--- config.mk ---
export PLATFORM = sky130hd
export DESIGN_NAME = volcado_memoria_debug
export DESIGN_NICKNAME = d
export VERILOG_FILES = /design/src/rtl/volcado_memoria_debug.sv
export SDC_FILE = /design/constraint.sdc
export NUM_CORES = 1
export LEC_CHECK = 0
export BUFFER_PORTS_ARGS = -buffer_cell sky130_fd_sc_hd__buf_2
export CAP_MARGIN = 20
export CORE_MARGIN = 2
export CORE_UTILIZATION = 35
export CTS_CLUSTER_SIZE = 16
export DETAILED_ROUTE_END_ITERATION = 16
export GPL_TIMING_DRIVEN = 0
export HOLD_SLACK_MARGIN = 0.1
export PLACE_DENSITY_LB_ADDON = 0.2
export SLEW_MARGIN = 20
export SYNTH_ARGS = -nofsm -noshare
export SYNTH_HDL_FRONTEND = slang
export SYNTH_SLANG_ARGS = --single-unit
export TNS_END_PERCENT = 50
--- constraint.sdc ---
create_clock -name i_clk -period 1.9 [get_ports i_clk]
set_input_delay 0.095 -clock i_clk [delete_from_list [all_inputs] [get_ports i_clk]]
set_output_delay 0.095 -clock i_clk [all_outputs]
set_load 0.03 [all_outputs]
--- src/rtl/volcado_memoria_debug.sv ---
// Debug memory dumper: walks data memory cells 0..CELDAS-1 through the debug read port
// and streams each word MSB byte first over a valid/ready link to the debug UART.
module volcado_memoria_debug #(
  parameter int NBITS  = 32,
  parameter int CELDAS = 16
) (
  input  logic             i_clk,
  input  logic             i_reset,
  input  logic             i_Inicio,
  output logic [NBITS-1:0] o_DebugDireccion,
  input  logic [NBITS-1:0] i_DebugDato,
  output logic [7:0]       o_TxDato,
  output logic             o_TxValido,
  input  logic             i_TxListo,
  output logic             o_Ocupado,
  output logic             o_Fin
);

  localparam int BYTES = NBITS / 8;
  localparam int AW    = (CELDAS > 1) ? $clog2(CELDAS) : 1;
  localparam int BW    = (BYTES > 1) ? $clog2(BYTES) : 1;
  localparam logic [AW-1:0] LAST_ADDR = AW'(CELDAS - 1);
  localparam logic [BW-1:0] LAST_BYTE = BW'(BYTES - 1);

  typedef enum logic [1:0] {
    IDLE,
    SETUP,
    SEND,
    FIN
  } state_t;

  state_t           state;
  logic [AW-1:0]    addr;
  logic [BW-1:0]    byte_idx;
  logic [NBITS-1:0] shift_reg;
  logic [NBITS-1:0] shifted;
  logic             accept;

  assign shifted = shift_reg << 8;
  assign accept  = o_TxValido & i_TxListo;

  // The address is loaded on the edge that enters SETUP, so the combinational
  // debug read is settled by the edge that leaves SETUP and captures the word.
  always_ff @(posedge i_clk or posedge i_reset) begin
    if (i_reset) begin
      state            <= IDLE;
      addr             <= '0;
      byte_idx         <= '0;
      shift_reg        <= '0;
      o_DebugDireccion <= '0;
      o_TxDato         <= '0;
      o_TxValido       <= 1'b0;
      o_Ocupado        <= 1'b0;
      o_Fin            <= 1'b0;
    end else begin
      case (state)
        IDLE: begin
          if (i_Inicio) begin
            state            <= SETUP;
            addr             <= '0;
            o_DebugDireccion <= '0;
            o_Ocupado        <= 1'b1;
          end
        end

        SETUP: begin
          shift_reg  <= i_DebugDato;
          o_TxDato   <= i_DebugDato[NBITS-1 -: 8];
          o_TxValido <= 1'b1;
          byte_idx   <= '0;
          state      <= SEND;
        end

        SEND: begin
          if (accept) begin
            if (byte_idx != LAST_BYTE) begin
              shift_reg <= shifted;
              o_TxDato  <= shifted[NBITS-1 -: 8];
              byte_idx  <= byte_idx + BW'(1);
            end else begin
              o_TxValido <= 1'b0;
              if (addr != LAST_ADDR) begin
                addr             <= addr + AW'(1);
                o_DebugDireccion <= NBITS'(addr + AW'(1));
                state            <= SETUP;
              end else begin
                o_Fin <= 1'b1;
                state <= FIN;
              end
            end
          end
        end

        FIN: begin
          o_Fin     <= 1'b0;
          o_Ocupado <= 1'b0;
          state     <= IDLE;
        end

        default: state <= IDLE;
      endcase
    end
  end

endmodule

==> impl_metrics.ini <==
[placement]
place.gp.congestion = 0.738
placed_area_um2 = 2700
dpl.hpwl_um = 3700
dp_slack_ps = 23.6
port_buffers = 51
placed_cells = 365

[logic_synthesis]
syn_area_per_cell_um2 = 10.6
synthTopCellsByCount = 44 x dfrtp_1, 27 x buf_4, 25 x o21a_1
async_flop_share = 1.00
synth_top_area_frac = 0.495
yosys-top-cells-area = dfrtp_1 49%, o32a_1 11%, buf_4 9.1%
synthesis.area_um2 = 2220
yosysWarnings = 0
synth_cell_types = 33
yosys_register_bits = 44
synth_cells = 210
synth-seq-area-share = 0.495
yosysMostFrequentCell = dfrtp_1
synth_largest_area_cell = dfrtp_1
synth_edf_count = 0
synthFlopType = dfrtp_1

[die]
io-pin-count = 79
initial_utilization = 0.356
dieArea_um2 = 7010
die_y_um = 83.7
fp-row-count = 29
core_um2 = 6240
die_w_um = 83.7

[finish]
largest_reg_flops = 24
drive_gt1_frac = 0.331
antenna_cells = 0
nFillCells = 625
area_growth_pct = 31.1
stdcell_area_um2 = 2920
final_cells = 382
final_nets = 342
final_core_util = 0.467

[worst_setup_path]
critical_path.cell_chain = ha_1, nand3b_1, buf_4, buf_2, o32a_1, o21a_1
cpPeakStageDelay_ps = 420
crit_arrival_ps = 1960
path_class = reg -> reg
start_kind = flop
cp_slowest_cell = dfrtp_1
crit_path_max_fanout = 10
critPathTopFamily = flip-flops
cp.required_ps = 2080
cp_num_buf_inv = 2
endpoint_kind = flop

[clock_tree]
htree_num_levels = 2
cts_root_buf = clkbuf_8
cts_tree = done
clkSinkCount = 44
clk_pin_slew_ps = 80
cts.path.max_buffers = 2
cts_setup_buffers = 0
clock_latency_ps = 290
cts_buffers = 5

[global_routing]
grt_pass1_vias = 1709
grt-ovfl-total = 0
grt_pass1_wl_um = 8330
grt_max_degree = 25
grtUsageTotal = 0.149
antenna_found_initial = 0

[detailed_routing]
drc = 0
detail-route-antenna-nets = 0
avgRoutedWirePerCell_um = 13.2
wirelength_um = 5040
vias_per_cell = 4.72
drt-initial-drc-count = 83
vias = 1804
dr.pass1.iters = 4

[timing]
final_max_slew_viol_count = 0
setup_viol = 0
totalNegativeSetupSlack_ps = 0
hold-worst-slack_ps = 126
setup_ws_ps = 126
finalCriticalPeriod_ps = 1770
maxSlewHeadroom = 0.624
rsz0062_at_grt = no
worst_slew_pin_slew_ps = 564
fin_crit_sh = 0.934
skew_ps = 8.61
hold_viol = 0
max_freq_mhz = 564

[min_path]
hp-class = in -> reg

[status]
status = completed

[job]
drv_cap = 0

[power_and_ir_drop]
power_density_nw_per_um2 = 1380
power_mw = 4.03
p_leak_nw = 1.35
vdd_drop_max_uv = 527
==> layout by cell type, fill, tap and decap left out, drive strengths merged, types with 2 or more instances in the layout <==
cell type,synthesis,layout
buf,39,91
dfrtp,44,44
conb,1,27
o21a,25,25
o32a,24,24
nand2,20,20
o21ai,13,13
dlygate4sd3,0,9
clkbuf,3,9
nand2b,6,6
inv,6,6
a21oi,4,4
o22ai,3,3
a2bb2oi,3,3
nand3,2,2
nor2b,2,2
ha,2,2
==> metal layers <==
metal  vias up  global-route usage  share of wire  routed length (um)
met5         -                   0              0                   0
met1       834               0.203           0.45                2290
met2        64               0.232           0.47                2360
met3         2              0.0425          0.070                 352
li1        904                   -              -                   -
met4         0              0.0440         0.0075                  38
==> cell type report <==
type,instances,area [um^2],share of cell area
Buffer,42,284,0.0974
Clock buffer,6,72.6,0.0249
Clock inverter,2,35.0,0.0120
Inverter,6,22.5,0.00772
Multi-Input combinational cell,144,932,0.320
Sequential cell,44,1100,0.378
Tap cell,77,96.3,0.0330
Timing Repair Buffer,61,373,0.128
==> worst reg2reg max path: stages (launching register included) <==
cell and delay (ps):
dfrtp_1 420, ha_1 240, nand3b_1 210, buf_4 200
buf_2 190, o32a_1 310, o21a_1 100
==> worst paths after layout <==
path	slack, ps	endpoint	startpoint	depth (start not counted)
setup / recovery	130	shift_reg[12]	byte_idx[0]	6
hold / removal	130	shift_reg[10]	i_DebugDato[10]	3
setup reg to reg	130	shift_reg[12]	byte_idx[0]	6
hold reg to reg	490	o_TxDato[4]	o_TxDato[4]	1
max in group asynchronous	1020	byte_idx[0]	i_reset	4
min in group asynchronous	390	shift_reg[18]	i_reset	3
==> cell families (layout without fill, tap and decap cells) <==
group,count (synthesis),after routing,synth area share
compound gates,80,80,0.282
buf+inv,48,117,0.135
flops,44,44,0.495
simple gates,34,34,0.0709
fa+ha+maj,2,2,0.0112
other cells,1,27,0.00169
mux,1,1,0.00450
==> power by group <==
group,internal [mW],switching (mW)
clock,0.390,0.312
sequential,1.33,0.224
combinational,0.769,1.01
total,2.49,1.54
==> what timing repair did <==
item,in CTS,in global routing
hold buffers,9,0
hold endpoints to repair,31,0
endpoints found under the setup margin,1,23
resized for setup,1,8
No activity file was read; power rests on OpenSTA's default activity.
